<file path="src/rtl/tblink_rpc_hdl_pkg.sv">
// Shared types for the tblink_rpc HDL-side invoke dispatch path.
package tblink_rpc_hdl_pkg;

    localparam int unsigned CIDW_DEF = 64;
    localparam int unsigned MW_DEF   = 16;
    localparam int unsigned PW_DEF   = 64;

    typedef enum logic [1:0] {
        RUN   = 2'd0,
        DRAIN = 2'd1,
        IDLE  = 2'd2
    } dispatch_state_e;

    typedef struct packed {
        logic [CIDW_DEF-1:0] call_id;
        logic [MW_DEF-1:0]   method;
        logic [PW_DEF-1:0]   param;
    } invoke_req_t;

    // Index of the lowest set bit; 0 when nothing is set.
    function automatic logic [4:0] lowest_set_idx(input logic [31:0] vec);
        lowest_set_idx = '0;
        for (int i = 31; i >= 0; i--) begin
            if (vec[i]) lowest_set_idx = 5'(i);
        end
    endfunction

endpackage

</file>
<file path="src/rtl/tblink_rpc_req_fifo.sv">
// Request buffer for the invoke dispatcher: simple synchronous FIFO, no bypass.
module tblink_rpc_req_fifo #(
    parameter int DEPTH = 4,
    parameter int WIDTH = 8
) (
    input  logic             clock,
    input  logic             reset_n,
    input  logic             push,
    input  logic [WIDTH-1:0] push_data,
    input  logic             pop,
    output logic [WIDTH-1:0] pop_data,
    output logic             full,
    output logic             empty
);

    localparam int AW = $clog2(DEPTH);

    // Extra MSB on each pointer distinguishes full from empty.
    logic [AW:0]      wr_ptr;
    logic [AW:0]      rd_ptr;
    logic [WIDTH-1:0] mem [DEPTH];
    logic             do_push;
    logic             do_pop;

    assign empty    = (wr_ptr == rd_ptr);
    assign full     = (wr_ptr[AW] != rd_ptr[AW]) && (wr_ptr[AW-1:0] == rd_ptr[AW-1:0]);
    assign do_push  = push && !full;
    assign do_pop   = pop && !empty;
    assign pop_data = mem[rd_ptr[AW-1:0]];

    always_ff @(posedge clock) begin
        if (!reset_n) begin
            wr_ptr <= '0;
            rd_ptr <= '0;
        end else begin
            if (do_push) wr_ptr <= wr_ptr + 1'b1;
            if (do_pop)  rd_ptr <= rd_ptr + 1'b1;
        end
    end

    always_ff @(posedge clock) begin
        if (do_push) mem[wr_ptr[AW-1:0]] <= push_data;
    end

endmodule

</file>
<file path="src/rtl/tblink_rpc_invoke_dispatch.sv">
// Buffers shim invoke requests, issues them to a BFM under tag, returns call_id-tagged completions.
// Optional TBLINK_RPC_DISPATCH_STATS_EN adds issue/completion/stall counters.
//
//  state | meaning
//  RUN   | issuing from the FIFO whenever a tag is free
//  DRAIN | quiesce requested: no issue, outstanding calls still complete
//  IDLE  | quiesced with no outstanding calls and no pending completion
module tblink_rpc_invoke_dispatch
    import tblink_rpc_hdl_pkg::*;
#(
    parameter int DEPTH = 4,
    parameter int NTAGS = 4,
    parameter int MW    = 16,
    parameter int PW    = 64,
    parameter int DW    = 64,
    parameter int CIDW  = 64,
    localparam int TW   = (NTAGS > 1) ? $clog2(NTAGS) : 1
) (
    input  logic            clock,
    input  logic            reset_n,
    input  logic            req_valid,
    output logic            req_ready,
    input  logic [CIDW-1:0] req_call_id,
    input  logic [MW-1:0]   req_method,
    input  logic [PW-1:0]   req_param,
    output logic            bfm_valid,
    input  logic            bfm_ready,
    output logic [TW-1:0]   bfm_tag,
    output logic [MW-1:0]   bfm_method,
    output logic [PW-1:0]   bfm_param,
    input  logic            bfm_rsp_valid,
    output logic            bfm_rsp_ready,
    input  logic [TW-1:0]   bfm_rsp_tag,
    input  logic [DW-1:0]   bfm_rsp_data,
    output logic            rsp_valid,
    input  logic            rsp_ready,
    output logic [CIDW-1:0] rsp_call_id,
    output logic [DW-1:0]   rsp_data,
    input  logic            quiesce,
    output logic            idle,
    output logic            err_bad_tag
`ifdef TBLINK_RPC_DISPATCH_STATS_EN
    ,
    output logic [31:0]     stat_issued,
    output logic [31:0]     stat_completed,
    output logic [31:0]     stat_stall
`endif
);

    localparam int FW    = CIDW + MW + PW;
    localparam int NSLOT = 1 << TW;

    logic            fifo_full;
    logic            fifo_empty;
    logic            fifo_push;
    logic            fifo_pop;
    logic [FW-1:0]   fifo_rdata;
    logic [CIDW-1:0] head_call_id;
    logic [MW-1:0]   head_method;
    logic [PW-1:0]   head_param;

    dispatch_state_e state_q;
    dispatch_state_e state_d;

    // Slot table sized to the full tag space so any incoming tag indexes safely;
    // slots at or above NTAGS are never allocated and therefore read as free.
    logic [NSLOT-1:0] busy_q;
    logic [CIDW-1:0]  slot_call_id [NSLOT];
    logic [NTAGS-1:0] free_mask;
    logic             have_free;
    logic [TW-1:0]    alloc_tag;
    logic             issue_ok;
    logic             issue;
    logic             rsp_hit;
    logic             good_cpl;
    logic             bad_cpl;

    assign fifo_push = req_valid && req_ready;
    assign req_ready = !fifo_full;
    assign {head_call_id, head_method, head_param} = fifo_rdata;

    tblink_rpc_req_fifo #(
        .DEPTH (DEPTH),
        .WIDTH (FW)
    ) u_req_fifo (
        .clock     (clock),
        .reset_n   (reset_n),
        .push      (fifo_push),
        .push_data ({req_call_id, req_method, req_param}),
        .pop       (fifo_pop),
        .pop_data  (fifo_rdata),
        .full      (fifo_full),
        .empty     (fifo_empty)
    );

    // Allocation only sees registered busy bits, so a slot freed this cycle is reusable next cycle.
    assign free_mask = ~busy_q[NTAGS-1:0];
    assign have_free = |free_mask;
    assign alloc_tag = TW'(lowest_set_idx(32'(free_mask)));

    assign issue_ok   = (state_q == RUN) && !fifo_empty && have_free;
    assign issue      = issue_ok && bfm_ready;
    assign fifo_pop   = issue;
    assign bfm_valid  = issue_ok;
    assign bfm_tag    = issue_ok ? alloc_tag   : '0;
    assign bfm_method = issue_ok ? head_method : '0;
    assign bfm_param  = issue_ok ? head_param  : '0;

    assign bfm_rsp_ready = !rsp_valid || rsp_ready;
    assign rsp_hit       = bfm_rsp_valid && bfm_rsp_ready;
    assign good_cpl      = rsp_hit && busy_q[bfm_rsp_tag];
    assign bad_cpl       = rsp_hit && !busy_q[bfm_rsp_tag];

    always_ff @(posedge clock) begin
        if (!reset_n) begin
            busy_q <= '0;
        end else begin
            if (issue)    busy_q[alloc_tag]   <= 1'b1;
            if (good_cpl) busy_q[bfm_rsp_tag] <= 1'b0;
        end
    end

    always_ff @(posedge clock) begin
        if (issue) slot_call_id[alloc_tag] <= head_call_id;
    end

    always_ff @(posedge clock) begin
        if (!reset_n) begin
            rsp_valid   <= 1'b0;
            rsp_call_id <= '0;
            rsp_data    <= '0;
            err_bad_tag <= 1'b0;
        end else begin
            if (good_cpl) begin
                rsp_valid   <= 1'b1;
                rsp_call_id <= slot_call_id[bfm_rsp_tag];
                rsp_data    <= bfm_rsp_data;
            end else if (rsp_ready) begin
                rsp_valid <= 1'b0;
            end
            if (bad_cpl) err_bad_tag <= 1'b1;
        end
    end

    always_ff @(posedge clock) begin
        if (!reset_n) state_q <= RUN;
        else          state_q <= state_d;
    end

    always_comb begin
        state_d = state_q;
        case (state_q)
            RUN: begin
                if (quiesce) state_d = DRAIN;
            end
            DRAIN: begin
                if (!quiesce)                       state_d = RUN;
                else if (busy_q == '0 && !rsp_valid) state_d = IDLE;
            end
            IDLE: begin
                if (!quiesce) state_d = RUN;
            end
            default: state_d = RUN;
        endcase
    end

    assign idle = (state_q == IDLE);

`ifdef TBLINK_RPC_DISPATCH_STATS_EN
    always_ff @(posedge clock) begin
        if (!reset_n) begin
            stat_issued    <= '0;
            stat_completed <= '0;
            stat_stall     <= '0;
        end else begin
            if (issue)    stat_issued    <= stat_issued + 32'd1;
            if (good_cpl) stat_completed <= stat_completed + 32'd1;
            if ((state_q == RUN) && !fifo_empty && !have_free) stat_stall <= stat_stall + 32'd1;
        end
    end
`endif

endmodule

</file>
<file path="config.mk">
export PLATFORM = sky130hd
export DESIGN_NAME = tblink_rpc_invoke_dispatch
export DESIGN_NICKNAME = d
export VERILOG_FILES = /design/src/rtl/tblink_rpc_hdl_pkg.sv /design/src/rtl/tblink_rpc_req_fifo.sv /design/src/rtl/tblink_rpc_invoke_dispatch.sv
export SDC_FILE = /design/constraint.sdc
export NUM_CORES = 1
export LEC_CHECK = 0
export BUFFER_PORTS_ARGS = -buffer_cell sky130_fd_sc_hd__clkbuf_2
export CAP_MARGIN = 5
export CORE_MARGIN = 3
export CORE_UTILIZATION = 55
export CTS_BUF_LIST = sky130_fd_sc_hd__clkbuf_16
export DETAILED_ROUTE_END_ITERATION = 6
export GPL_TIMING_DRIVEN = 0
export PLACE_DENSITY = 0.79
export SETUP_SLACK_MARGIN = 0.02
export SYNTH_ARGS = -nofsm -noshare
export SYNTH_HDL_FRONTEND = slang
export SYNTH_HIERARCHICAL = 1
export SYNTH_SLANG_ARGS = --single-unit
</file>
<file path="constraint.sdc">
create_clock -name clock -period 13.59 [get_ports clock]
set_clock_uncertainty 0.15 [all_clocks]
set_input_delay 0.6795 -clock clock [delete_from_list [all_inputs] [get_ports clock]]
set_output_delay 0.6795 -clock clock [all_outputs]
set_load 0.03 [all_outputs]
</file>
==> results of run 1 <==
==> sequential cells by signal, summed over array words and instances, names as in the netlist, named ones only <==
name / flops
busy_q: 4
err_bad_tag: 1
rsp_call_id: 64
rsp_data: 64
rsp_valid: 1
slot_call_id: 256
state_q: 2
u_req_fifo/mem: 576
u_req_fifo/rd_ptr: 3
u_req_fifo/wr_ptr: 3
==> cells in the mapped netlist (5+ instances only) <==
| cell | count | area share [%] |
|---|---|---|
| a21oi_1 | 42 | 0.55 |
| a21oi_2 | 90 | 2.1 |
| a31o_1 | 90 | 2.1 |
| a31o_2 | 38 | 0.88 |
| and2_1 | 86 | 1.4 |
| buf_1 | 15 | 0.15 |
| buf_2 | 33 | 0.44 |
| buf_6 | 18 | 0.53 |
| clkbuf_1 | 94 | 0.93 |
| dfxtp_1 | 144 | 7.6 |
| edfxtp_1 | 832 | 66 |
| ha_1 | 5 | 0.16 |
| inv_1 | 137 | 1.4 |
| mux4_2 | 209 | 12 |
| nand2_1 | 9 | 0.089 |
| nand3b_1 | 5 | 0.099 |
| nand4_1 | 130 | 2.1 |
| nor2_1 | 6 | 0.059 |
| nor3_1 | 6 | 0.079 |
==> worst max-delay path by stage <==
stage               cells after the start                               to  slack, ns
floorplan                               5   u_req_fifo/mem[3][0]$_DFFE_PP_       5.48
global placement                        5  u_req_fifo/mem[3][14]$_DFFE_PP_       0.49
detailed placement                      7                    bfm_param[61]       9.38
CTS                                     7                    bfm_param[61]       8.65
global route                            7                    bfm_param[61]       8.48
finish                                  7                    bfm_param[61]       8.73
==> power by group through the flow <==
stage                     registers (uW)  logic [uW]  clock network, uW
after floorplan                     3930        1330                  0
after detailed placement            3900        1990                  0
final                               3840        1980               2620
after global placement              3960        1900                  0
after global routing                3860        2120               2780
after CTS                           3840        2010               2660
==> per-layer routing <==
layer  global-route usage [%]  wire length (um)  vias up
met3                    7.802              8347      228
met5                        0               115        -
met2                    42.19             45170      999
met1                    29.07             31700    10676
met4                    10.11              3626       18
li1                         -                 -     9294
==> per-stage QoR <==
step	utilization, %	total power (uW)	worst slack (ns)
global placement	60.74	5859	0.4918
detailed placement	61.41	5891	9.375
floorplan	-	5260	5.484
global route	66.07	8768	8.476
finish	66.11	8437	8.731
CTS	66.05	8512	8.648
==> cells by family (layout without fill, tap and decap cells) <==
family	Yosys count	in the layout
buf+inv	300	923
fa+ha+maj	5	5
compound gates	286	286
other cells	0	16
mux	209	209
simple gates	259	259
flops	976	976
xor+xnor	6	6
==> critical path: stages (launching register included) <==
cell	delay, ns
dfxtp_1	0.47
xor2_1	0.49
nor3_1	0.17
or3_1	0.43
a41oi_2	0.86
clkbuf_1	0.51
and2_1	0.24
clkbuf_2	0.21
==> final cells by class <==
type,instances,area (um2)
Sequential cell,976,27870
Fill cell,4503,22960
Multi-Input combinational cell,765,8780
Timing Repair Buffer,447,2560
Clock buffer,96,2402
Tap cell,873,1092
Buffer,162,792.0
Clock inverter,80,738.2
Inverter,138,518.0
Antenna cell,16,40.04
==> impl_metrics.json, run 1 <==
{
  "leakage_uw": 0.01498,
  "cp-startpoint": "u_req_fifo/wr_ptr[0]$_SDFFE_PN0P_",
  "max_slew_margin_pct": 24.03,
  "clk_latency_ns": 0.64,
  "place_inst": 3361,
  "synth_seq_area_share_pct": 73.50,
  "status": "completed",
  "h-tree-depth": 3,
  "syn_area_mm2": 0.03792,
  "postRouteAntennaNets": 0,
  "period_share_pct": 35.76,
  "required_ns": 12.76,
  "final_cell_mix": "edfxtp_1, clkbuf_2, mux4_2",
  "max_freq_mhz": 205.8,
  "wl_per_cell_um": 25.04,
  "dr_total_vias": 21215,
  "dieArea_mm2": 0.07212,
  "critPathLaunchType": "flop",
  "firstDrtPassIters": 5,
  "core_area_mm2": 0.06775,
  "synth_top_family_by_area": "multiplexers",
  "internal_power_uw": 5991,
  "hp-class": "input pin to flop",
  "synth_cells": 2041,
  "r2r-start": "u_req_fifo/wr_ptr[0]$_SDFFE_PN0P_",
  "timing.rr.end": "u_req_fifo/rd_ptr[2]$_SDFFE_PN0P_",
  "wl_um": 88960,
  "synth-edff-count": 832,
  "final_common_cell": "edfxtp_1",
  "via_per_inst": 5.971,
  "pwr-share-clk_pct": 31.0,
  "stdcell_count": 3553,
  "grt_pass1_wl_um": 132800,
  "worstRegToRegCells": 9,
  "ys.flop_type": "edfxtp_1",
  "worst_setup_path_end_kind": "output pin",
  "dr.first_iter.drc_count": 1470,
  "grt_pass1_vias": 22188,
  "swShare_pct": 28.99,
  "cts_made_buffers": 96,
  "vdd_drop_max_mv": 0.1827,
  "design_area_mm2": 0.04479,
  "layout-drive-gt1-share_pct": 37.24,
  "rsz0062_at_grt": "false",
  "grt_util_all_layers_pct": 24.63,
  "post-cts-setup-buffers": 0,
  "drv_cap": 0,
  "portBuffers": 429,
  "min_from": "req_param[30]",
  "synth_xor_xnor_area_share_pct": 0.1386,
  "antenna_found_initial": 20,
  "synthAdderAreaFrac_pct": 0.1650,
  "switchingPower_uw": 2446,
  "gp_congestion": 0.9468,
  "cts_tree": "done",
  "clock_path_buffers": 3,
  "synth-simple-area-share_pct": 4.178,
  "die_width_um": 268.6,
  "cts_resized": 0,
  "hold_ws_ns": 0.09597,
  "setup.worst_path.class": "flop to output pin",
  "clkTransAtPathRegs_ns": 0.06,
  "r2r_slack_ns": 9.52,
  "ys_types": 45,
  "cts_hold_buf": 0,
  "fin_tns_setup_ns": 0,
  "cts.sinks": 976,
  "cp_max_fo": 10,
  "drc": 0,
  "grt.overflow.total": 0,
  "hold_viol_final": 0,
  "start_util_pct": 55.96,
  "synth_fp_nets": 2263,
  "rows": 95,
  "muxShareOfSynthArea_pct": 12.41,
  "ys_ff_latch": 976,
  "postPlaceCellArea_mm2": 0.04161,
  "synth-compound-area-share_pct": 6.154,
  "yosysWarnings": 6,
  "post-dp-hpwl_um": 61060,
  "area_growth_pct": 18.13,
  "combPwrFrac_pct": 23.5,
  "pin_count": 433,
  "syn_area_per_cell_um2": 18.58,
  "setup_viol_count_final": 0,
  "crit_arrival_ns": 4.03,
  "slew_viol_final": 0,
  "seqPwrFrac_pct": 45.5,
  "async_flop_share_pct": 0,
  "ctsRootBufferMaster": "clkbuf_16",
  "grt_max_degree": 58,
  "min_period_ns": 4.859,
  "nets": 2808,
  "powerDensity_mw_per_mm2": 188.4,
  "hold_path_depth": 1,
  "worst_pin_slew_ns": 1.124,
  "hold_end": "u_req_fifo/mem[1][30]$_DFFE_PP_",
  "die_h_um": 268.6
}
Note: power is estimated with default switching activity, not from simulation.
==> run 2, diff against run 1 <==
--- a/config.mk
+++ b/config.mk
@@ -8,7 +8,7 @@
 export BUFFER_PORTS_ARGS = -buffer_cell sky130_fd_sc_hd__clkbuf_2
 export CAP_MARGIN = 5
 export CORE_MARGIN = 3
-export CORE_UTILIZATION = 55
+export CORE_UTILIZATION = 53
 export CTS_BUF_LIST = sky130_fd_sc_hd__clkbuf_16
 export DETAILED_ROUTE_END_ITERATION = 6
 export GPL_TIMING_DRIVEN = 0
==> constraint.sdc (replaced) <==
create_clock -name clock -period 4.19 [get_ports clock]
set_clock_uncertainty 0.15 [all_clocks]
set_input_delay 0.2095 -clock clock [delete_from_list [all_inputs] [get_ports clock]]
set_output_delay 0.2095 -clock clock [all_outputs]
set_load 0.03 [all_outputs]
==> impl_metrics.json, run 2 (synthesized netlist as in run 1, its figures left out) <==
{
  "rsz0062_at_grt": "false",
  "core_area_mm2": 0.07039,
  "start_util_pct": 53.86,
  "regArea_mm2": 0.02787,
  "antenna_found_initial": 13,
  "place_inst": 3431,
  "nets": 3025,
  "grt_pass1_vias": 23274,
  "grt.overflow.total": 0,
  "pin_count": 433,
  "multi_input_area_mm2": 0.008791,
  "layout-drive-gt1-share_pct": 34.85,
  "status": "completed",
  "die_width_um": 273.5,
  "rows": 97,
  "max_freq_mhz": 253.2,
  "wl_um": 93300,
  "hold_viol_final": 0,
  "largest_reg_flops": 576,
  "die_h_um": 273.5,
  "grt_max_degree": 55,
  "dr.first_iter.drc_count": 1665,
  "clk_latency_ns": 0.64,
  "fin_tns_setup_ns": 0,
  "grt_util_all_layers_pct": 25.04,
  "vdd_drop_max_mv": 0.4591,
  "wl_per_cell_um": 24.36,
  "period_share_pct": 94.25,
  "clkTransAtPathRegs_ns": 0.06,
  "critPathLaunchType": "flop",
  "area_growth_pct": 24.63,
  "drc": 0,
  "postRouteAntennaNets": 0,
  "final_cell_mix": "edfxtp_1, clkbuf_2, dlygate4sd3_1",
  "cts_made_buffers": 97,
  "setup.worst_path.class": "flop to flop",
  "via_per_inst": 5.755,
  "worst_pin_slew_ns": 1.248,
  "crit_buf_inv": 1,
  "hp-class": "input pin to flop",
  "powerDensity_mw_per_mm2": 595.6,
  "gp_congestion": 0.9777,
  "fin_util_pct": 67.13,
  "crit_path_cell_trace": "xor2_1 > nor3_1 > nor4b_1 > nand3_1 > nor2_4 > buf_12",
  "dieArea_mm2": 0.07479,
  "h-tree-depth": 3,
  "required_ns": 4.37,
  "max_slew_margin_pct": 15.63,
  "dr_total_vias": 22040,
  "leakage_uw": 0.01603,
  "worst_setup_path_end_kind": "flop",
  "firstDrtPassIters": 5,
  "post-dp-hpwl_um": 61570,
  "setup_viol_count_final": 0,
  "critPathMaxStageDelay_ns": 1.04,
  "fillers": 4574,
  "final_common_cell": "edfxtp_1",
  "min_period_ns": 3.949,
  "cts.sinks": 976,
  "r2r_slack_ns": 0.24,
  "cp_slowest_cell": "nor4b_1",
  "ctsRootBufferMaster": "clkbuf_16",
  "crit_arrival_ns": 4.12,
  "drv_cap": 0,
  "critPathTopFamily": "simple AND/OR/NAND/NOR gates",
  "cp_max_fo": 27,
  "cts_tree": "done",
  "grt_pass1_wl_um": 140900,
  "hold_ws_ns": 0.07637,
  "stdcell_count": 3830,
  "slew_viol_final": 0,
  "clock_path_buffers": 3,
  "portBuffers": 429
}
-- run 2: final timing paths --
check | start | to | cells past startpoint
hold / removal | bfm_ready | flop | 4
setup reg to reg | u_req_fifo/wr_ptr[0]$_SDFFE_PN0P_ | slot_call_id[2][14]$_DFFE_PP_ | 6
hold reg to reg | state_q[1]$_SDFFE_PN0P_ | state_q[0]$_SDFFE_PN0P_ | 1
setup / recovery | u_req_fifo/wr_ptr[0]$_SDFFE_PN0P_ | slot_call_id[2][14]$_DFFE_PP_ | 6
-- run 2: what timing repair did --
item / 4_1_cts / 5_1_grt
buffers inserted: 1 / 0
setup endpoints to repair: 82 / 0
resized for setup: 2 / 0
hold buffers: 212 / 0
endpoints found under the hold margin: 651 / 0
-- run 2: area by class of cell --
type,instances,share of cell area [%]
diodes,6,0.03177
plain buffers,162,1.679
clock buffers,100,5.295
clock inverters,80,1.790
inverters,138,1.096
multi-input cells,765,18.60
flip-flops and latches,976,58.97
well taps,940,2.489
repair buffers,663,10.05
-- run 2: report_power, final --
group | switching [uW] | internal, uW
registers | 306 | 12200
clock network | 3630 | 5350
logic | 4180 | 2530
-- run 2: metrics by stage --
stage	worst slack, ns	cell area [um2]	power, uW
after floorplan	-0.8473	37930	16980
after CTS	0.2863	47240	28340
after detailed placement	-0.05871	41740	19120
final	0.2408	47260	28150
after global placement	-3.419	41250	18890
after global routing	0.06841	47250	29230
-- run 2: tightest hold or removal path: stages --
cell      delay (ns)
clkbuf_2        0.13
and2_1          0.22
o211ai_1        0.11
a41oi_1         0.13
-- run 2: layer usage --
metal	share of wire, %	up-vias	global-route usage (%)	wire [um]
met5	0.099	-	0	92
met4	3.6	14	8.497	3330
met3	8.0	207	6.398	7433
met2	51	970	43.44	48000
met1	37	11106	30.75	34430
li1	-	9743	-	-
==> run 3, diff against run 2 <==
--- a/config.mk
+++ b/config.mk
@@ -13,6 +13,7 @@
 export DETAILED_ROUTE_END_ITERATION = 6
 export GPL_TIMING_DRIVEN = 0
 export PLACE_DENSITY = 0.79
+export REMOVE_ABC_BUFFERS = 1
 export SETUP_SLACK_MARGIN = 0.02
 export SYNTH_ARGS = -nofsm -noshare
 export SYNTH_HDL_FRONTEND = slang
==> impl_metrics.json, run 3 (synthesized netlist as in run 1, its figures left out) <==
{
  "crit_path_cell_trace": "xor2_1 > nor3_1 > nor4b_1 > nand3_1 > nor2_4 > buf_12",
  "internal_power_uw": 19380,
  "post-dp-hpwl_um": 49330,
  "swShare_pct": 28.39,
  "clk_latency_ns": 0.64,
  "pwr-share-clk_pct": 31.1,
  "largest_reg_flops": 576,
  "postRouteAntennaNets": 0,
  "gp_congestion": 0.8767,
  "die_width_um": 273.5,
  "wl_per_cell_um": 22.63,
  "critPathTopFamily": "simple AND/OR/NAND/NOR gates",
  "powerDensity_mw_per_mm2": 577.1,
  "ctsRootBufferMaster": "clkbuf_16",
  "dr_total_vias": 21258,
  "drc": 0,
  "place_inst": 3291,
  "status": "completed",
  "start_util_pct": 53.86,
  "dieArea_mm2": 0.07479,
  "drv_cap": 0,
  "crit_buf_inv": 1,
  "critPathMaxStageDelay_ns": 0.98,
  "setup_viol_count_final": 0,
  "combPwrFrac_pct": 22.5,
  "core_area_mm2": 0.07039,
  "postPlaceCellArea_mm2": 0.04154,
  "antenna_found_initial": 11,
  "seqPwrFrac_pct": 46.4,
  "grt.overflow.total": 0,
  "hp-class": "input pin to flop",
  "cp_slowest_cell": "nor4b_1",
  "cp_max_fo": 26,
  "fin_util_pct": 66.62,
  "wl_um": 83620,
  "leakage_uw": 0.01577,
  "clkTransAtPathRegs_ns": 0.06,
  "period_share_pct": 93.43,
  "grt_max_degree": 116,
  "max_freq_mhz": 255.4,
  "worst_setup_path_end_kind": "flop",
  "slew_viol_final": 0,
  "grt_pass1_vias": 22651,
  "stdcell_count": 3696,
  "rsz0062_at_grt": "false",
  "nets": 2890,
  "setup.worst_path.class": "flop to flop",
  "pin_count": 433,
  "cts_tree": "done",
  "dr.first_iter.drc_count": 1542,
  "cts.sinks": 976,
  "max_slew_margin_pct": 20.97,
  "cts_resized": 0,
  "design_area_mm2": 0.04690,
  "h-tree-depth": 3,
  "clock_path_buffers": 3,
  "firstDrtPassIters": 6,
  "grt_util_all_layers_pct": 22.56,
  "required_ns": 4.36,
  "switchingPower_uw": 7683,
  "die_h_um": 273.5,
  "hold_ws_ns": 0.07805,
  "cts_made_buffers": 95,
  "min_period_ns": 3.915,
  "vdd_drop_max_mv": 0.5862,
  "via_per_inst": 5.752,
  "critPathLaunchType": "flop",
  "portBuffers": 432,
  "area_growth_pct": 23.68,
  "final_common_cell": "edfxtp_1",
  "final_cell_mix": "edfxtp_1, clkbuf_2, dlygate4sd3_1",
  "grt_pass1_wl_um": 130300,
  "crit_arrival_ns": 4.08,
  "worst_pin_slew_ns": 1.169,
  "rows": 97,
  "layout-drive-gt1-share_pct": 35.04,
  "hold_viol_final": 0
}
==> run 3: path summary, 6_finish.rpt <==
kind | cells past startpoint | to | slack [ns] | start
setup / recovery | 6 | slot_call_id[2][16]$_DFFE_PP_ | 0.28 | u_req_fifo/wr_ptr[0]$_SDFFE_PN0P_
hold / removal | 4 | rsp_call_id[3]$_SDFFE_PN0P_ | 0.08 | rsp_ready
setup reg to reg | 6 | slot_call_id[2][16]$_DFFE_PP_ | 0.28 | u_req_fifo/wr_ptr[0]$_SDFFE_PN0P_
hold reg to reg | 1 | err_bad_tag$_SDFFE_PN0P_ | 0.32 | err_bad_tag$_SDFFE_PN0P_
==> run 3: timing repair <==
action / in CTS / in global routing
setup buffers: 0 / 1
hold endpoints to repair: 677 / 0
setup endpoints to repair: 22 / 29
cloned: 1 / 0
hold buffers: 218 / 0
==> run 3: power by group through the flow <==
| stage | Combinational (uW) | Sequential, uW | Clock, uW |
|---|---|---|---|
| floorplan | 3640 | 13000 | 0 |
| global placement | 4910 | 13000 | 0 |
| detailed placement | 5870 | 12700 | 0 |
| CTS | 6120 | 12500 | 8570 |
| global route | 6520 | 12600 | 8990 |
| finish | 6100 | 12500 | 8420 |
==> run 3: routing by layer <==
metal | routed length [um] | share of wire (%) | GRT usage, %
met5 | 32 | 0.038 | 0
met2 | 43680 | 52 | 39.86
met3 | 7013 | 8.4 | 5.575
met4 | 2043 | 2.4 | 6.770
met1 | 30860 | 37 | 27.54
==> run 3: per-stage QoR <==
step / setup TNS, ns / setup WS, ns / power [uW]
2_1_floorplan: -2469.51 / -3.916 / 16650
3_3_place_gp: -6348.13 / -9.190 / 17940
4_1_cts: 0 / 0.07783 / 27240
5_1_grt: 0 / 0.08795 / 28150
3_5_place_dp: 0 / 0.4900 / 18600
6_report: 0 / 0.2751 / 27060
==> run 3: cell type report <==
cell class	count	area, um2
diodes	8	20.02
clock buffers	98	2452
clock inverters	79	671.9
fillers	4447	23500
inverters	138	523.0
multi-input cells	766	8817
flip-flops and latches	976	27870
well taps	940	1176
repair buffers	691	5360
==> run 3: worst min-delay path, cell delays in order <==
cell and delay, ns:
clkbuf_2 0.08, nand2b_4 0.28, nand4_1 0.16, a21oi_1 0.06
